==> config.mk <==
export PLATFORM = sky130hd
export DESIGN_NAME = ram_arbiter
export DESIGN_NICKNAME = d
export VERILOG_FILES = /design/src/rtl/ram_arbiter.sv
export SDC_FILE = /design/constraint.sdc
export NUM_CORES = 1
export LEC_CHECK = 0
export BUFFER_PORTS_ARGS = -buffer_cell sky130_fd_sc_hd__buf_2
export CAP_MARGIN = 20
export CORE_MARGIN = 2
export CORE_UTILIZATION = 41
export DETAILED_ROUTE_END_ITERATION = 10
export PLACE_DENSITY_LB_ADDON = 0.3
export SLEW_MARGIN = 40
export SYNTH_ARGS = -nofsm -noshare
export SYNTH_HDL_FRONTEND = slang
export SYNTH_SLANG_ARGS = --single-unit
==> constraint.sdc <==
create_clock -name wb_clock_i -period 2.1 [get_ports wb_clock_i]
set_input_delay 0.105 -clock wb_clock_i [delete_from_list [all_inputs] [get_ports wb_clock_i]]
set_output_delay 0.105 -clock wb_clock_i [all_outputs]
set_load 0.02 [all_outputs]
==> src/rtl/ram_arbiter.sv <==
`default_nettype none
// ============================================================================
// Module   : ram_arbiter
// Purpose  : Round-robin Wishbone B4 pipelined arbiter sharing one RAM port
//            among NUM_PORTS requesters. Optional macro
//            RAM_ARBITER_CPU_PRIORITY_EN gives port 0 absolute priority.
// Revision : 1.0 - initial release
// ============================================================================
module ram_arbiter #(
    parameter int DATA_WIDTH = 8,
    parameter int ADDR_WIDTH = 17,
    parameter int NUM_PORTS  = 3
) (
    input  logic                            wb_clock_i,
    input  logic                            wb_reset_n_i,
    input  logic [NUM_PORTS*ADDR_WIDTH-1:0] req_addr_i,
    input  logic [NUM_PORTS*DATA_WIDTH-1:0] req_data_i,
    input  logic [NUM_PORTS-1:0]            req_we_i,
    input  logic [NUM_PORTS-1:0]            req_cycle_i,
    input  logic [NUM_PORTS-1:0]            req_strobe_i,
    output logic [NUM_PORTS-1:0]            req_stall_o,
    output logic [NUM_PORTS-1:0]            req_ack_o,
    output logic [DATA_WIDTH-1:0]           req_data_o,
    output logic [ADDR_WIDTH-1:0]           ram_addr_o,
    output logic [DATA_WIDTH-1:0]           ram_data_o,
    output logic                            ram_we_o,
    output logic                            ram_cycle_o,
    output logic                            ram_strobe_o,
    input  logic [DATA_WIDTH-1:0]           ram_data_i,
    input  logic                            ram_stall_i,
    input  logic                            ram_ack_i,
    output logic [NUM_PORTS-1:0]            grant_o
);

    localparam int C_IDX_W = (NUM_PORTS > 1) ? $clog2(NUM_PORTS) : 1;
    localparam logic [C_IDX_W-1:0] C_LAST_RST = C_IDX_W'(NUM_PORTS - 1);
`ifdef RAM_ARBITER_CPU_PRIORITY_EN
    localparam logic [NUM_PORTS-1:0] C_RR_MASK = ~NUM_PORTS'(1);
`else
    localparam logic [NUM_PORTS-1:0] C_RR_MASK = '1;
`endif

    typedef enum logic [1:0] {
        ST_IDLE     = 2'd0,
        ST_ISSUE    = 2'd1,
        ST_ACK_WAIT = 2'd2
    } state_t;

    // Asynchronous assert, two-edge synchronized release.
    logic [1:0] rst_sync_q, rst_sync_d;
    logic       rst_n;

    always_comb rst_sync_d = {rst_sync_q[0], 1'b1};

    always_ff @(posedge wb_clock_i or negedge wb_reset_n_i) begin
        if (!wb_reset_n_i) rst_sync_q <= '0;
        else               rst_sync_q <= rst_sync_d;
    end

    assign rst_n = rst_sync_q[1];

    state_t                 state_q, state_d;
    logic [C_IDX_W-1:0]     last_q, last_d;
    logic [C_IDX_W-1:0]     owner_q, owner_d;
    logic [NUM_PORTS-1:0]   grant_q, grant_d;
    logic [NUM_PORTS-1:0]   ack_q, ack_d;
    logic [DATA_WIDTH-1:0]  rdata_q, rdata_d;
    logic [ADDR_WIDTH-1:0]  ram_addr_q, ram_addr_d;
    logic [DATA_WIDTH-1:0]  ram_data_q, ram_data_d;
    logic                   ram_we_q, ram_we_d;
    logic                   ram_cyc_q, ram_cyc_d;
    logic                   ram_stb_q, ram_stb_d;

    logic [NUM_PORTS-1:0]   req_vld;
    logic [NUM_PORTS-1:0]   rr_req;
    logic                   win_found;
    logic [C_IDX_W-1:0]     win;

    assign req_vld = req_cycle_i & req_strobe_i;
    assign rr_req  = req_vld & C_RR_MASK;

    // Search starts just after the previous owner and wraps.
    always_comb begin
        int                 idx;
        logic [C_IDX_W-1:0] cand;
        idx       = 0;
        cand      = '0;
        win_found = 1'b0;
        win       = '0;
`ifdef RAM_ARBITER_CPU_PRIORITY_EN
        if (req_vld[0]) begin
            win_found = 1'b1;
        end
`endif
        for (int k = 1; k <= NUM_PORTS; k++) begin
            idx  = (int'(last_q) + k) % NUM_PORTS;
            cand = C_IDX_W'(idx);
            if (!win_found && rr_req[cand]) begin
                win_found = 1'b1;
                win       = cand;
            end
        end
    end

    always_comb begin
        req_stall_o = '1;
        if (state_q == ST_IDLE && win_found) req_stall_o[win] = 1'b0;
    end

    always_comb begin
        state_d    = state_q;
        last_d     = last_q;
        owner_d    = owner_q;
        grant_d    = grant_q;
        ack_d      = '0;
        rdata_d    = rdata_q;
        ram_addr_d = ram_addr_q;
        ram_data_d = ram_data_q;
        ram_we_d   = ram_we_q;
        ram_cyc_d  = ram_cyc_q;
        ram_stb_d  = ram_stb_q;
        case (state_q)
            ST_IDLE: begin
                if (win_found) begin
                    ram_addr_d = req_addr_i[int'(win)*ADDR_WIDTH +: ADDR_WIDTH];
                    ram_data_d = req_data_i[int'(win)*DATA_WIDTH +: DATA_WIDTH];
                    ram_we_d   = req_we_i[win];
                    grant_d    = NUM_PORTS'(1) << win;
                    owner_d    = win;
                    ram_cyc_d  = 1'b1;
                    ram_stb_d  = 1'b1;
                    state_d    = ST_ISSUE;
                end
            end
            ST_ISSUE: begin
                if (!ram_stall_i) begin
                    ram_stb_d = 1'b0;
                    state_d   = ST_ACK_WAIT;
                end
            end
            ST_ACK_WAIT: begin
                if (ram_ack_i) begin
                    rdata_d   = ram_data_i;
                    // A port that abandoned its cycle gets no ack.
                    ack_d     = grant_q & req_cycle_i;
                    ram_cyc_d = 1'b0;
                    grant_d   = '0;
                    state_d   = ST_IDLE;
`ifdef RAM_ARBITER_CPU_PRIORITY_EN
                    if (owner_q != '0) last_d = owner_q;
`else
                    last_d = owner_q;
`endif
                end
            end
            default: state_d = ST_IDLE;
        endcase
    end

    always_ff @(posedge wb_clock_i or negedge rst_n) begin
        if (!rst_n) begin
            state_q    <= ST_IDLE;
            last_q     <= C_LAST_RST;
            owner_q    <= '0;
            grant_q    <= '0;
            ack_q      <= '0;
            rdata_q    <= '0;
            ram_addr_q <= '0;
            ram_data_q <= '0;
            ram_we_q   <= 1'b0;
            ram_cyc_q  <= 1'b0;
            ram_stb_q  <= 1'b0;
        end else begin
            state_q    <= state_d;
            last_q     <= last_d;
            owner_q    <= owner_d;
            grant_q    <= grant_d;
            ack_q      <= ack_d;
            rdata_q    <= rdata_d;
            ram_addr_q <= ram_addr_d;
            ram_data_q <= ram_data_d;
            ram_we_q   <= ram_we_d;
            ram_cyc_q  <= ram_cyc_d;
            ram_stb_q  <= ram_stb_d;
        end
    end

    assign req_ack_o    = ack_q;
    assign req_data_o   = rdata_q;
    assign ram_addr_o   = ram_addr_q;
    assign ram_data_o   = ram_data_q;
    assign ram_we_o     = ram_we_q;
    assign ram_cycle_o  = ram_cyc_q;
    assign ram_strobe_o = ram_stb_q;
    assign grant_o      = grant_q;

endmodule
`default_nettype wire
==> flow_metrics.py <==
metrics = {
    "outcome": {
        "status": "complete, but fails checks",
        "violations": "negative setup slack",
    },
    "cts": {
        "clk_pin_slew_ns": 0.09,
        "h-tree-depth": 2,
        "clock_sinks": 50,
        "tritoncts": "done",
        "cts_max_path_buffers": 2,
        "worstSkewPairLatency_ns": 0.30,
        "cts_root_buffer": "clkbuf_8",
        "cts_made_buffers": 5,
    },
    "grt": {
        "grt.overflow.total": 0,
        "grt_pass1_wl_um": 12640,
        "grt_max_degree": 27,
        "antenna_found_initial": 0,
        "grtUsageTotal_pct": 21.41,
        "grt_pass1_vias": 2716,
    },
    "pwr": {
        "powerDensity_nw_per_um2": 1460,
        "p_leak_uw": 0.002079,
        "p_total_uw": 6173,
        "ir_drop_mv": 0.7663,
    },
    "yosys": {
        "synth_cell_types": 41,
        "syn-cell-area_sq_um": 2764,
        "ys_seq_area_share_pct": 45.31,
        "yosysWarnings": 0,
        "synth_seq_cells": 50,
        "synth_flop_cell": "dfrtp_1",
        "yosysTopAreaCell": "dfrtp_1",
        "yosys-top-cells-area": "dfrtp_1, mux2i_1, o211ai_2",
        "async_flop_share_pct": 100.0,
        "synth_edf_count": 0,
        "postSynthAreaPerCell_sq_um": 10.97,
        "synth_top_area_share_pct": 44.36,
        "syn_inst": 252,
        "synth_fp_nets": 352,
    },
    "detailed_routing": {
        "dr.pass1.iters": 4,
        "postRouteAntennaNets": 0,
        "vias": 2666,
        "avgRoutedWirePerCell_um": 16.56,
        "drtIter0Drc": 109,
        "routed_wl_um": 8381,
        "post-route-drc-count": 0,
        "vias_per_cell": 5.269,
    },
    "cells_and_area": {
        "area_growth_pct": 53.01,
        "antenna_cells": 0,
        "final_cell_mix": "buf_2, dfrtp_1, nand2_1, nand3_1, buf_4",
        "post-route-cell-area_sq_um": 4229,
        "mostFrequentLayoutCell": "buf_2",
        "layout-drive-gt1-share_pct": 62.24,
        "nets": 528,
    },
    "critical_path": {
        "crit_path_end_kind": "output pin",
        "worstSetupPathType": "reg -> out",
        "start_kind": "flip-flop",
        "cpMostUsedCell": "buf_6",
        "critPathArrivalTime_ns": 2.42,
        "slowest_delay_ns": 0.58,
        "critPathRequiredTime_ns": 2.00,
        "worstPathMaxFanout": 5,
        "crit_chain": "inv_2 -> ha_4 -> and4b_2 -> o21bai_4 -> buf_6 -> nor3_4 -> a211oi_4 -> buf_6 -> nand2_4 -> buf_6",
        "slowest_stage": "dfstp_2",
    },
    "sta": {
        "fin_skew_ns": 0.005857,
        "final-hold-violation-count": 0,
        "max_freq_ghz": 0.3961,
        "worst_pin_slew_ns": 0.5680,
        "rsz0062_at_grt": "true",
        "setup_viol": 35,
        "slew_headroom_pct": 62.13,
        "finalCritPeriodShare_pct": 120.2,
        "final.setup.worst_slack_ns": -0.4244,
        "drv_slew": 0,
        "period_needed_ns": 2.524,
        "finalSetupTns_ns": -11.90,
    },
    "run": {
        "maxCapViolCount": 0,
    },
    "placed_design": {
        "dp_hpwl_um": 5820,
        "placed_cell_area_sq_um": 3714,
        "place_ws_ns": -0.3702,
        "port_buffers": 140,
        "place.gp.congestion": 0.8144,
    },
    "die": {
        "coreArea_sq_um": 6422,
        "std_cell_rows": 29,
        "die_area_sq_um": 7414,
        "io_pins": 141,
        "chipHeight_um": 86.11,
        "initial_utilization_pct": 43.04,
        "die_w_um": 86.11,
    },
    "hold_path": {
        "hold_path.class": "in -> reg",
    },
}
## cell usage after synthesis, types with 2 or more instances
cell,n
dfrtp_1,49
nand2_1,43
nand3_1,31
mux2i_1,26
o211ai_2,18
mux2_2,11
o211ai_1,8
nor2_1,7
a21oi_1,4
buf_2,4
ha_1,4
inv_1,4
buf_6,3
nand2b_1,3
a211o_1,2
a31o_2,2
and4b_2,2
buf_12,2
buf_4,2
clkbuf_1,2
dlygate4sd1_1,2
nand4b_1,2
o21ai_0,2
or2_2,2
## report_power, final
group / internal (uW) / leakage, uW / switching [uW]
Sequential: 1390 / 0.000618 / 272
Clock: 232 / 0.0000450 / 320
Combinational: 1850 / 0.00142 / 2100
## cell type report
type,instances,area (sq um)
clock buffer,6,72.57
fill,501,2193
inverter,4,15.01
clock inverter,2,10.01
timing repair buffer,185,1202
tap,77,96.34
multi-input combinational,182,1579
sequential,50,1254
## timing repair
| item | CTS | global route |
|---|---|---|
| cloned | 0 | 4 |
| pin swaps | 8 | 16 |
| resized for setup | 25 | 28 |
| endpoints found under the setup margin | 36 | 36 |
| hold endpoints to repair | 2 | 0 |
| hold buffers | 1 | 0 |
| setup buffers | 9 | 5 |
## critical path: cells and delay by family (launching register included)
family | cells | cell delay, ns
fa+ha+maj | 1 | 0.17
flops | 1 | 0.58
buf+inv | 4 | 0.49
compound gates | 2 | 0.47
simple gates | 3 | 0.40
## routing by layer
| layer | track usage, % | share of wire (%) | vias up |
|---|---|---|---|
| met2 | 37.14 | 52 | 85 |
| met3 | 4.139 | 5.1 | 17 |
| met5 | 0 | 0 | - |
| met1 | 26.21 | 41 | 1296 |
| li1 | - | - | 1268 |
| met4 | 8.225 | 2.2 | 0 |
## registers in the layout (all words and copies together), names as in the netlist
| register | flops |
|---|---|
| ram_addr_o | 17 |
| ram_data_o | 8 |
| req_data_o | 8 |
| grant_o | 3 |
| req_ack_o | 3 |
| last_q | 2 |
| owner_q | 2 |
| rst_sync_q | 2 |
| state_q | 2 |
| ram_cycle_o | 1 |
| ram_strobe_o | 1 |
| ram_we_o | 1 |
## worst paths after layout
path / startpoint / endpoint / slack [ns] / depth (start not counted)
worst max-delay path: last_q[1] / req_stall_o[2] / -0.42 / 10
worst max register to register: last_q[1] / grant_o[1] / -0.41 / 12
max in group asynchronous: rst_sync_q[1] / last_q[1] / 1.22 / 1
worst min register to register: rst_sync_q[1] / req_data_o[1] / 0.27 / 0
worst min-delay path: ram_ack_i / state_q[1] / 0.008 / 2
min in group asynchronous: wb_reset_n_i / rst_sync_q[0] / 0.11 / 2
## cell families (layout without fill, tap and decap cells)
family	Yosys count	count (layout)	synth area share (%)
muxes	37	37	13.90
AOI/OAI and AO/OA	44	44	15.44
adders and majority gates	4	4	1.811
other	1	1	0.1357
buffers and inverters	20	197	5.840
and+or+nand+nor	96	96	17.56
DFF	50	50	45.31
## metrics by stage
step | hold WS (ns) | utilization, % | cells
2_1_floorplan | -0.1906 | - | 252
6_report | 0.007893 | 65.85 | 506
3_3_place_gp | -0.1108 | 57.82 | 479
4_1_cts | 0.003611 | 62.11 | 497
3_5_place_dp | -0.1040 | 57.82 | 479
5_1_grt | 0.01940 | 65.85 | 506
(Power assumes the default switching activity.)
